### config.mk
export PLATFORM = sky130hd
export DESIGN_NAME = mem_port_arbiter
export DESIGN_NICKNAME = d
export VERILOG_FILES = /design/src/rtl/mem_port_arbiter.sv
export SDC_FILE = /design/constraint.sdc
export NUM_CORES = 1
export LEC_CHECK = 0
export ABC_AREA = 1
export CORE_AREA = 2 2 541 543
export CTS_CLUSTER_SIZE = 28
export DETAILED_ROUTE_END_ITERATION = 10
export DIE_AREA = 0 0 543 545
export PLACE_DENSITY = 0.34
export SLEW_MARGIN = 40
export SYNTH_ARGS = -nofsm -noshare
export SYNTH_HDL_FRONTEND = slang
export SYNTH_SLANG_ARGS = --single-unit
export TNS_END_PERCENT = 30
### constraint.sdc
create_clock -name clk -period 1.45 [get_ports clk]
set_input_delay 0.29 -clock clk [delete_from_list [all_inputs] [get_ports clk]]
set_output_delay 0.29 -clock clk [all_outputs]
set_load 0.05 [all_outputs]
### src/rtl/mem_port_arbiter.sv
// Shares one cacheline-adaptor port between icache and dcache, one line transaction at a time.
// Latency: command registered 1 cycle after grant; resp combinational with pmem_resp; 3-cycle turnaround.
// Backpressure: requests are level-held until their resp; a loser waits in place with no queueing.
//
// Ports: clk/rst (sync, active-low); icache i_read/i_address -> i_rdata/i_resp;
//        dcache d_read/d_write/d_address/d_wdata -> d_rdata/d_resp;
//        adaptor pmem_read/pmem_write/pmem_address/pmem_wdata <- pmem_rdata/pmem_resp.
module mem_port_arbiter #(
  parameter int ADDR_W = 32,
  parameter int LINE_W = 256
) (
  input  logic              clk,
  input  logic              rst,
  input  logic              i_read,
  input  logic [ADDR_W-1:0] i_address,
  output logic [LINE_W-1:0] i_rdata,
  output logic              i_resp,
  input  logic              d_read,
  input  logic              d_write,
  input  logic [ADDR_W-1:0] d_address,
  input  logic [LINE_W-1:0] d_wdata,
  output logic [LINE_W-1:0] d_rdata,
  output logic              d_resp,
  output logic              pmem_read,
  output logic              pmem_write,
  output logic [ADDR_W-1:0] pmem_address,
  output logic [LINE_W-1:0] pmem_wdata,
  input  logic [LINE_W-1:0] pmem_rdata,
  input  logic              pmem_resp
);

  typedef enum logic [1:0] {
    IDLE    = 2'd0,
    SERVE_I = 2'd1,
    SERVE_D = 2'd2,
    RELEASE = 2'd3
  } state_t;

  state_t              state_q, state_d;
  logic                last_i_q, last_i_d;       // 1: icache won the most recent grant
  logic                cmd_write_q, cmd_write_d;
  logic [ADDR_W-1:0]   cmd_addr_q, cmd_addr_d;
  logic [LINE_W-1:0]   cmd_wdata_q, cmd_wdata_d;

  logic i_req;
  logic d_req;

  assign i_req = i_read;
  assign d_req = d_read | d_write;

  always_ff @(posedge clk) begin
    if (!rst) begin
      state_q     <= IDLE;
      last_i_q    <= 1'b0;
      cmd_write_q <= 1'b0;
      cmd_addr_q  <= '0;
      cmd_wdata_q <= '0;
    end else begin
      state_q     <= state_d;
      last_i_q    <= last_i_d;
      cmd_write_q <= cmd_write_d;
      cmd_addr_q  <= cmd_addr_d;
      cmd_wdata_q <= cmd_wdata_d;
    end
  end

  always_comb begin
    state_d     = state_q;
    last_i_d    = last_i_q;
    cmd_write_d = cmd_write_q;
    cmd_addr_d  = cmd_addr_q;
    cmd_wdata_d = cmd_wdata_q;
    pmem_read   = 1'b0;
    pmem_write  = 1'b0;
    i_resp      = 1'b0;
    d_resp      = 1'b0;

    case (state_q)
      IDLE: begin
        // On a tie the side that did not win last time gets the port.
        if (i_req && (!d_req || !last_i_q)) begin
          state_d     = SERVE_I;
          last_i_d    = 1'b1;
          cmd_write_d = 1'b0;
          cmd_addr_d  = i_address;
        end else if (d_req) begin
          state_d     = SERVE_D;
          last_i_d    = 1'b0;
          // A pending writeback goes before a refill; the read stays pending.
          cmd_write_d = d_write;
          cmd_addr_d  = d_address;
          cmd_wdata_d = d_wdata;
        end
      end
      SERVE_I: begin
        pmem_read = 1'b1;
        if (pmem_resp) begin
          i_resp  = 1'b1;
          state_d = RELEASE;
        end
      end
      SERVE_D: begin
        pmem_read  = !cmd_write_q;
        pmem_write = cmd_write_q;
        if (pmem_resp) begin
          d_resp  = 1'b1;
          state_d = RELEASE;
        end
      end
      RELEASE: begin
        // Dead cycle so the finished requester can drop its level request.
        state_d = IDLE;
      end
      default: state_d = IDLE;
    endcase
  end

  assign pmem_address = cmd_addr_q;
  assign pmem_wdata   = cmd_wdata_q;
  assign i_rdata      = pmem_rdata;
  assign d_rdata      = pmem_rdata;

endmodule

==> results of run 1 <==
state kept, by name, indices dropped and copies added, names as in the netlist:
signal	flops
cmd_write_q	1
last_i_q	1
pmem_address	32
pmem_wdata	256
state_q	2
worst max-delay path: stages, from the launching register on:
cell,delay [ns]
sky130_fd_sc_hd__dfxtp_2,0.33
sky130_fd_sc_hd__inv_2,0.05
sky130_fd_sc_hd__buf_6,0.12
sky130_fd_sc_hd__ha_4,0.16
sky130_fd_sc_hd__buf_6,0.11
sky130_fd_sc_hd__nand2_2,0.06
sky130_fd_sc_hd__inv_2,0.04
sky130_fd_sc_hd__buf_12,0.14
repair_timing:
action | in CTS | in global routing
gates resized for setup | 535 | 359
pin swaps | 67 | 59
cloned | 46 | 13
buffers inserted | 43 | 7
endpoints found under the setup margin | 584 | 583
worst max-delay path by stage:
| stage | end | cells after the start | slack [ns] | startpoint |
|---|---|---|---|---|
| 2_1_floorplan | pmem_address[0] | 8 | 0.03 | state_q[0] |
| 3_3_place_gp | pmem_wdata[6] | 9 | -0.79 | d_read |
| 3_5_place_dp | pmem_wdata[6] | 9 | -0.80 | d_read |
| 4_1_cts | pmem_write | 7 | -0.65 | state_q[0] |
| 5_1_grt | pmem_write | 7 | -0.65 | state_q[0] |
| 6_report | pmem_write | 7 | -0.55 | state_q[0] |
power groups by stage:
| stage | logic (mW) | clock network [mW] | registers [mW] |
|---|---|---|---|
| after CTS | 44.2 | 12.5 | 14.4 |
| after floorplan | 10.5 | 0 | 21.2 |
| after detailed placement | 34.3 | 0 | 14.0 |
| final | 46.5 | 11.8 | 14.8 |
| after global routing | 48.9 | 12.6 | 15.1 |
| after global placement | 34.3 | 0 | 14.0 |
final cells by class:
class                      instances  area, um2  area share, %
timing repair buffer             787      12140          39.14
multi-input combinational        997       6231          20.09
sequential                       292       5893          19.00
tap                             3900       4880          15.73
clock buffer                      65       1301          4.195
clock inverter                    14      224.0         0.7221
inverter                          48      209.0         0.6737
timing repair inverter             6      117.6         0.3792
antenna                            8      20.02        0.06454
through the flow:
stage | power, mW | setup TNS [ns]
after floorplan | 31.68 | 0
after global placement | 48.23 | -169.86
after detailed placement | 48.33 | -177.55
after CTS | 71.06 | -133.42
after global routing | 76.60 | -148.35
final | 73.08 | -105.17
Yosys cell counts, drive strengths merged:
master / n / share of area (%)
a21boi: 1 / 0.052
or2: 1 / 0.043
o211ai: 1 / 0.15
clkbuf: 33 / 0.85
clkinv: 1 / 0.026
dfxtp: 292 / 40
o21ai: 256 / 8.8
nand3: 36 / 1.2
buf: 579 / 29
a21oi: 4 / 0.14
nor2: 583 / 15
inv: 47 / 1.2
ha: 4 / 0.34
nand2: 111 / 2.9
kinds of logic (layout without fill, tap and decap cells):
group / Yosys count / in the layout / synth area share (%)
buf+inv: 660 / 920 / 31.27
fa+ha+maj: 4 / 4 / 0.3433
other cells: 0 / 8 / 0
simple gates: 731 / 731 / 19.17
compound gates: 262 / 262 / 9.124
flops: 292 / 292 / 40.10
placed cells by master, fill, tap and decap left out, types with 20 or more instances in the layout:
| master | instances |
|---|---|
| sky130_fd_sc_hd__buf_6 | 20 |
| sky130_fd_sc_hd__clkbuf_16 | 56 |
| sky130_fd_sc_hd__clkdlybuf4s50_1 | 324 |
| sky130_fd_sc_hd__nand3_1 | 30 |
| sky130_fd_sc_hd__inv_1 | 39 |
| sky130_fd_sc_hd__buf_4 | 43 |
| sky130_fd_sc_hd__o21ai_1 | 70 |
| sky130_fd_sc_hd__buf_16 | 44 |
| sky130_fd_sc_hd__nor2_1 | 364 |
| sky130_fd_sc_hd__nor2_4 | 164 |
| sky130_fd_sc_hd__buf_12 | 333 |
| sky130_fd_sc_hd__dfxtp_1 | 278 |
| sky130_fd_sc_hd__nand2_1 | 107 |
| sky130_fd_sc_hd__o21ai_4 | 22 |
| sky130_fd_sc_hd__nor2_2 | 55 |
| sky130_fd_sc_hd__o21ai_2 | 84 |
| sky130_fd_sc_hd__o21ai_0 | 80 |
metal layers:
layer	vias to the layer above	global-route usage (%)	part of all wire, %	routed length [um]
met5	-	0.8766	0.19	356
met4	10	5.444	5.2	9490
met3	426	13.17	24	44840
met2	1554	17.48	42	76760
met1	6404	9.564	29	52610
li1	6076	-	-	-
==> impl_metrics.prom, run 1 <==
# TYPE chip_impl_metric gauge
chip_impl_info{name="critPathKind",value="reg2out"} 1
chip_impl_metric{name="grt_pass1_vias",unit=""} 13620
chip_impl_metric{name="r2r.worst_path.cells",unit=""} 11
chip_impl_metric{name="wl",unit="um"} 184100
chip_impl_metric{name="post_synthesis_cell_type_count",unit=""} 18
chip_impl_info{name="violations",value="negative setup slack"} 1
chip_impl_metric{name="post_route_cells_drive_above_1_share",unit="%"} 40.83
chip_impl_metric{name="initial_core_util",unit="%"} 5.025
chip_impl_metric{name="fin_crit_sh",unit="%"} 138.1
chip_impl_metric{name="max-slew-margin-rel",unit="%"} 63.59
chip_impl_metric{name="worst_hold_path.num_cells",unit=""} 4
chip_impl_metric{name="antenna_found_initial",unit=""} 86
chip_impl_metric{name="cp_max_fo",unit=""} 2
chip_impl_metric{name="placement.cell_area",unit="um2"} 25050
chip_impl_metric{name="num_vias",unit=""} 14470
chip_impl_metric{name="count_of_synthesis_stage_warnings_from_yosys",unit=""} 0
chip_impl_metric{name="worst_ep_required_time",unit="ns"} 1.16
chip_impl_metric{name="grt_first_pass_wirelength",unit="um"} 211700
chip_impl_metric{name="avgRoutedWirePerCell",unit="um"} 30.09
chip_impl_metric{name="area.growth.synth_to_final",unit="%"} 112.8
chip_impl_metric{name="sw_frac_of_total",unit="%"} 46.93
chip_impl_info{name="critPathCaptureType",value="primary output"} 1
chip_impl_metric{name="detail_route.iter0.violations",unit=""} 781
chip_impl_metric{name="yosys_register_bits",unit=""} 292
chip_impl_metric{name="finalInstanceArea",unit="um2"} 31020
chip_impl_metric{name="final.hold.worst_slack",unit="ns"} 0.1084
chip_impl_metric{name="dieArea",unit="um2"} 295900
chip_impl_metric{name="routabilityCongestion",unit=""} 0.8766
chip_impl_metric{name="combPwrFrac",unit="%"} 63.7
chip_impl_metric{name="synth_fp_nets",unit=""} 2535
chip_impl_metric{name="arrival",unit="ns"} 1.71
chip_impl_metric{name="cts_made_buffers",unit=""} 44
chip_impl_info{name="tritoncts_clock_tree",value="built"} 1
chip_impl_metric{name="clk_transition_reported_paths",unit="ns"} 0.08
chip_impl_metric{name="setup_viol",unit=""} 583
chip_impl_metric{name="fin_ws",unit="ns"} -0.5518
chip_impl_metric{name="worst-r2r-setup-slack",unit="ns"} -0.36
chip_impl_metric{name="longest_clk_path_bufs",unit=""} 3
chip_impl_metric{name="placed_cells",unit=""} 5936
chip_impl_metric{name="mappedNetlistArea",unit="um2"} 14580
chip_impl_metric{name="netSwitchingPower",unit="mW"} 34.29
chip_impl_metric{name="final_period_minus_worst_setup_slack",unit="ns"} 2.002
chip_impl_metric{name="num-nets-final",unit=""} 2762
chip_impl_metric{name="chipWidth",unit="um"} 543
chip_impl_metric{name="io_buffer_count",unit=""} 617
chip_impl_metric{name="top_level_ports",unit=""} 1386
chip_impl_metric{name="p_int",unit="mW"} 38.78
chip_impl_metric{name="max_cap_viol_count",unit=""} 0
chip_impl_metric{name="post_route_antenna_net_violation_count",unit=""} 0
chip_impl_metric{name="synth.yosys.seq_area_share",unit="%"} 40.10
chip_impl_info{name="reg2reg_to",value="pmem_wdata[147]"} 1
chip_impl_info{name="critical_path.reg2reg.startpoint",value="state_q[1]"} 1
chip_impl_metric{name="holdBufCountCts",unit=""} 0
chip_impl_metric{name="grt_max_degree",unit=""} 67
chip_impl_metric{name="layout.cells.non_filler",unit=""} 6117
chip_impl_metric{name="floorplan.core_area",unit="um2"} 290100
chip_impl_metric{name="final_max_slew_viol_count",unit=""} 0
chip_impl_metric{name="dpl_worst_slack",unit="ns"} -0.8004
chip_impl_metric{name="power.density_cell_area",unit="nW/um2"} 2356
chip_impl_metric{name="power.clock.fraction",unit="%"} 16.1
chip_impl_info{name="grt_setup_unrepaired",value="yes"} 1
chip_impl_metric{name="cts.sink_count",unit=""} 292
chip_impl_metric{name="detailedPlacementHpwl",unit="um"} 155200
chip_impl_info{name="hold_end",value="pmem_wdata[69]"} 1
chip_impl_metric{name="finClkSkew",unit="ns"} 0.03841
chip_impl_metric{name="final_util",unit="%"} 10.69
chip_impl_info{name="critical_path.startpoint_type",value="register"} 1
chip_impl_metric{name="power.share.sequential",unit="%"} 20.2
chip_impl_metric{name="std_cell_rows",unit=""} 198
chip_impl_metric{name="syn-mean-instance-area",unit="um2"} 7.480
chip_impl_info{name="outcome",value="complete, but fails checks"} 1
chip_impl_metric{name="grt.overflow.total",unit=""} 0
chip_impl_metric{name="maximum_level_of_the_cts_h_tree",unit=""} 2
chip_impl_metric{name="synthCells",unit=""} 1949
chip_impl_metric{name="timing_hold_violations_final",unit=""} 0
chip_impl_metric{name="max_clock_freq",unit="GHz"} 0.4995
chip_impl_metric{name="leakage_component_of_the_power",unit="nW"} 11.03
chip_impl_info{name="worst_hold_startpoint",value="rst"} 1
chip_impl_info{name="clk_root_buffer_cell",value="sky130_fd_sc_hd__clkbuf_16"} 1
chip_impl_metric{name="tightestPinTransition",unit="ns"} 0.5461
chip_impl_metric{name="avgViaCountPerCell",unit=""} 2.366
chip_impl_metric{name="fillCellCount",unit=""} 33170
chip_impl_metric{name="die_height",unit="um"} 545
chip_impl_metric{name="firstDrtPassIters",unit=""} 6
chip_impl_info{name="holdCritPathClass",value="in2reg"} 1
chip_impl_metric{name="ir_drop",unit="mV"} 0.9310
chip_impl_metric{name="drc_errors",unit=""} 0
chip_impl_metric{name="clock_insertion_delay_worst_skew",unit="ns"} 0.70
chip_impl_metric{name="global_route_usage_over_all_layers",unit="%"} 11.77
No activity file was read; power rests on OpenSTA's default activity.
==> run 2, diff against run 1 <==
--- a/config.mk
+++ b/config.mk
@@ -10,7 +10,7 @@
 export CTS_CLUSTER_SIZE = 28
 export DETAILED_ROUTE_END_ITERATION = 10
 export DIE_AREA = 0 0 543 545
-export PLACE_DENSITY = 0.34
+export PLACE_DENSITY = 0.33
 export SLEW_MARGIN = 40
 export SYNTH_ARGS = -nofsm -noshare
 export SYNTH_HDL_FRONTEND = slang
==> constraint.sdc (replaced) <==
create_clock -name clk -period 2.55 [get_ports clk]
set_input_delay 0.51 -clock clk [delete_from_list [all_inputs] [get_ports clk]]
set_output_delay 0.51 -clock clk [all_outputs]
set_load 0.05 [all_outputs]
==> impl_metrics.prom, run 2 (synthesis results as in run 1) <==
# TYPE chip_impl_metric gauge
chip_impl_metric{name="finClkSkew",unit="ns"} 0.03392
chip_impl_metric{name="drc_errors",unit=""} 0
chip_impl_metric{name="top_level_ports",unit=""} 1386
chip_impl_metric{name="longest_clk_path_bufs",unit=""} 3
chip_impl_metric{name="avgViaCountPerCell",unit=""} 2.261
chip_impl_metric{name="initial_core_util",unit="%"} 5.025
chip_impl_metric{name="finalInstanceArea",unit="um2"} 22880
chip_impl_metric{name="wl",unit="um"} 163700
chip_impl_info{name="holdCritPathClass",value="in2reg"} 1
chip_impl_info{name="crit_path_cell_trace",value="clkdlybuf4s50_1"} 1
chip_impl_metric{name="sw_frac_of_total",unit="%"} 50.86
chip_impl_info{name="tritoncts_clock_tree",value="built"} 1
chip_impl_metric{name="placement.cell_area",unit="um2"} 21400
chip_impl_metric{name="power.share.sequential",unit="%"} 24.3
chip_impl_metric{name="r2r.worst_path.cells",unit=""} 8
chip_impl_metric{name="p_int",unit="mW"} 14.08
chip_impl_info{name="critPathKind",value="reg2out"} 1
chip_impl_metric{name="postCtsSetupBuffers",unit=""} 0
chip_impl_metric{name="grt_first_pass_wirelength",unit="um"} 191300
chip_impl_metric{name="worst_ep_required_time",unit="ns"} 2.04
chip_impl_info{name="critPathCaptureType",value="primary output"} 1
chip_impl_metric{name="global_route_usage_over_all_layers",unit="%"} 10.59
chip_impl_metric{name="layout.cells.non_filler",unit=""} 5983
chip_impl_metric{name="num_vias",unit=""} 13530
chip_impl_metric{name="combPwrFrac",unit="%"} 53.1
chip_impl_info{name="cp_top_family",value="buffers and inverters"} 1
chip_impl_metric{name="critPathBufInv",unit=""} 1
chip_impl_info{name="critical_path.startpoint_type",value="register"} 1
chip_impl_metric{name="post_route_setup_tns",unit="ns"} 0
chip_impl_metric{name="grt_max_degree",unit=""} 73
chip_impl_info{name="hold_end",value="pmem_wdata[230]"} 1
chip_impl_metric{name="maximum_level_of_the_cts_h_tree",unit=""} 2
chip_impl_info{name="critical_path.reg2reg.startpoint",value="state_q[0]"} 1
chip_impl_metric{name="std_cell_rows",unit=""} 198
chip_impl_metric{name="grt_pass1_vias",unit=""} 12860
chip_impl_metric{name="num-nets-final",unit=""} 2629
chip_impl_metric{name="chipWidth",unit="um"} 543
chip_impl_metric{name="setup_viol",unit=""} 0
chip_impl_metric{name="cp_max_fo",unit=""} 2
chip_impl_metric{name="post_route_antenna_net_violation_count",unit=""} 0
chip_impl_metric{name="cts.sink_count",unit=""} 292
chip_impl_metric{name="die_height",unit="um"} 545
chip_impl_info{name="worst_path_max_delay_cell",value="sky130_fd_sc_hd__clkdlybuf4s50_1"} 1
chip_impl_metric{name="groute.layer.met2.usage",unit="%"} 16.01
chip_impl_metric{name="ctsResizeCount",unit=""} 15
chip_impl_metric{name="clk_transition_reported_paths",unit="ns"} 0.05
chip_impl_metric{name="antenna_found_initial",unit=""} 102
chip_impl_info{name="outcome",value="finished clean"} 1
chip_impl_metric{name="power.clock.fraction",unit="%"} 22.5
chip_impl_metric{name="post_route_cells_drive_above_1_share",unit="%"} 13.68
chip_impl_metric{name="routabilityCongestion",unit=""} 0.8962
chip_impl_metric{name="grt.overflow.total",unit=""} 0
chip_impl_metric{name="floorplan.core_area",unit="um2"} 290100
chip_impl_info{name="reg2reg_to",value="pmem_wdata[51]"} 1
chip_impl_metric{name="power.density_cell_area",unit="nW/um2"} 1252
chip_impl_metric{name="fin_crit_sh",unit="%"} 97.31
chip_impl_info{name="clk_root_buffer_cell",value="sky130_fd_sc_hd__clkbuf_16"} 1
chip_impl_metric{name="leakage_component_of_the_power",unit="nW"} 8.118
chip_impl_metric{name="ir_drop",unit="mV"} 0.4965
chip_impl_metric{name="max_cap_viol_count",unit=""} 0
chip_impl_metric{name="firstDrtPassIters",unit=""} 8
chip_impl_metric{name="worst-r2r-setup-slack",unit="ns"} 0.49
chip_impl_metric{name="use_met1",unit="%"} 8.261
chip_impl_metric{name="detailedPlacementHpwl",unit="um"} 148700
chip_impl_metric{name="final_period_minus_worst_setup_slack",unit="ns"} 2.481
chip_impl_info{name="grt_setup_unrepaired",value="no"} 1
chip_impl_info{name="worst_hold_startpoint",value="rst"} 1
chip_impl_metric{name="largest_reg_flops",unit=""} 256
chip_impl_metric{name="dieArea",unit="um2"} 295900
chip_impl_metric{name="timing_hold_violations_final",unit=""} 0
chip_impl_metric{name="holdBufCountCts",unit=""} 0
chip_impl_metric{name="area.growth.synth_to_final",unit="%"} 56.94
chip_impl_metric{name="netSwitchingPower",unit="mW"} 14.57
chip_impl_metric{name="io_buffer_count",unit=""} 617
chip_impl_info{name="mostFrequentLayoutCells",value="582 x sky130_fd_sc_hd__nor2_1, 440 x sky130_fd_sc_hd__clkdlybuf4s50_1, 292 x sky130_fd_sc_hd__dfxtp_1"} 1
chip_impl_metric{name="tightestPinTransition",unit="ns"} 0.8374
chip_impl_metric{name="detail_route.iter0.violations",unit=""} 839
chip_impl_metric{name="crit_path_max_incr_delay",unit="ns"} 0.85
chip_impl_metric{name="arrival",unit="ns"} 1.97
chip_impl_info{name="layout_commonest_cell",value="sky130_fd_sc_hd__nor2_1"} 1
chip_impl_metric{name="final_max_slew_viol_count",unit=""} 0
chip_impl_metric{name="grt_use_met3",unit="%"} 12.07
chip_impl_metric{name="max_clock_freq",unit="GHz"} 0.4030
chip_impl_metric{name="report.power.total",unit="mW"} 28.65
chip_impl_metric{name="clock_insertion_delay_worst_skew",unit="ns"} 0.69
chip_impl_metric{name="placed_cells",unit=""} 5897
chip_impl_metric{name="cts_made_buffers",unit=""} 44
chip_impl_info{name="grt.busiest_layer",value="met2"} 1
chip_impl_metric{name="worst_hold_path.num_cells",unit=""} 3
chip_impl_metric{name="avgRoutedWirePerCell",unit="um"} 27.36
chip_impl_metric{name="max-slew-margin-rel",unit="%"} 44.40
run 2: cell count changes in the layout (fill, tap and decap cells not counted), moves of 14 or more:
cell	delta
sky130_fd_sc_hd__o21ai_0	+170
sky130_fd_sc_hd__buf_16	-44
sky130_fd_sc_hd__dlygate4sd2_1	+14
sky130_fd_sc_hd__nor2_4	-164
sky130_fd_sc_hd__clkdlybuf4s50_1	+116
sky130_fd_sc_hd__nor2_1	+218
sky130_fd_sc_hd__buf_6	-20
sky130_fd_sc_hd__o21ai_2	-84
sky130_fd_sc_hd__buf_4	+146
sky130_fd_sc_hd__o21ai_1	-64
sky130_fd_sc_hd__buf_12	-317
sky130_fd_sc_hd__nor2_2	-54
sky130_fd_sc_hd__o21ai_4	-22
sky130_fd_sc_hd__dfxtp_1	+14
run 2: worst max path at each step:
stage	from	to	depth (start not counted)
after floorplan	state_q[0]	pmem_read	4
after global placement	d_write	pmem_wdata[51]	9
after detailed placement	d_write	pmem_wdata[51]	9
after CTS	pmem_wdata[1]	pmem_wdata[1]	1
after global routing	pmem_address[7]	pmem_address[7]	1
final	pmem_wdata[125]	pmem_wdata[125]	1
run 2: layout make-up:
cell class	count	area, um2
sequential	292	5846
inverter	48	187.7
timing repair buffer	660	6281
antenna	7	17.52
clock inverter	18	212.7
tap	3900	4880
clock buffer	61	1266
fill	33990	267200
multi-input combinational	997	4188
run 2: power by group through the flow:
stage	combinational (mW)	sequential [mW]	clock, mW
finish	15.2	6.97	6.45
detailed placement	15.5	7.09	0
CTS	15.5	6.99	6.83
floorplan	5.95	12.0	0
global route	16.4	7.16	6.93
global placement	15.5	7.04	0
run 2: per-layer routing:
metal	part of all wire, %	up-vias
li1	-	5760
met1	27	5828
met2	42	1506
met3	25	423
met4	5.1	10
met5	0.20	-
run 2: metrics by stage:
stage               setup WS [ns]  hold slack (ns)  util, %
floorplan                  0.6460           0.4524        -
global placement          0.02637           0.4614    7.376
detailed placement        0.03406           0.4726    7.376
CTS                      0.001312           0.1432    7.880
global route              0.01221           0.2051    7.885
finish                    0.06856           0.2284    7.886
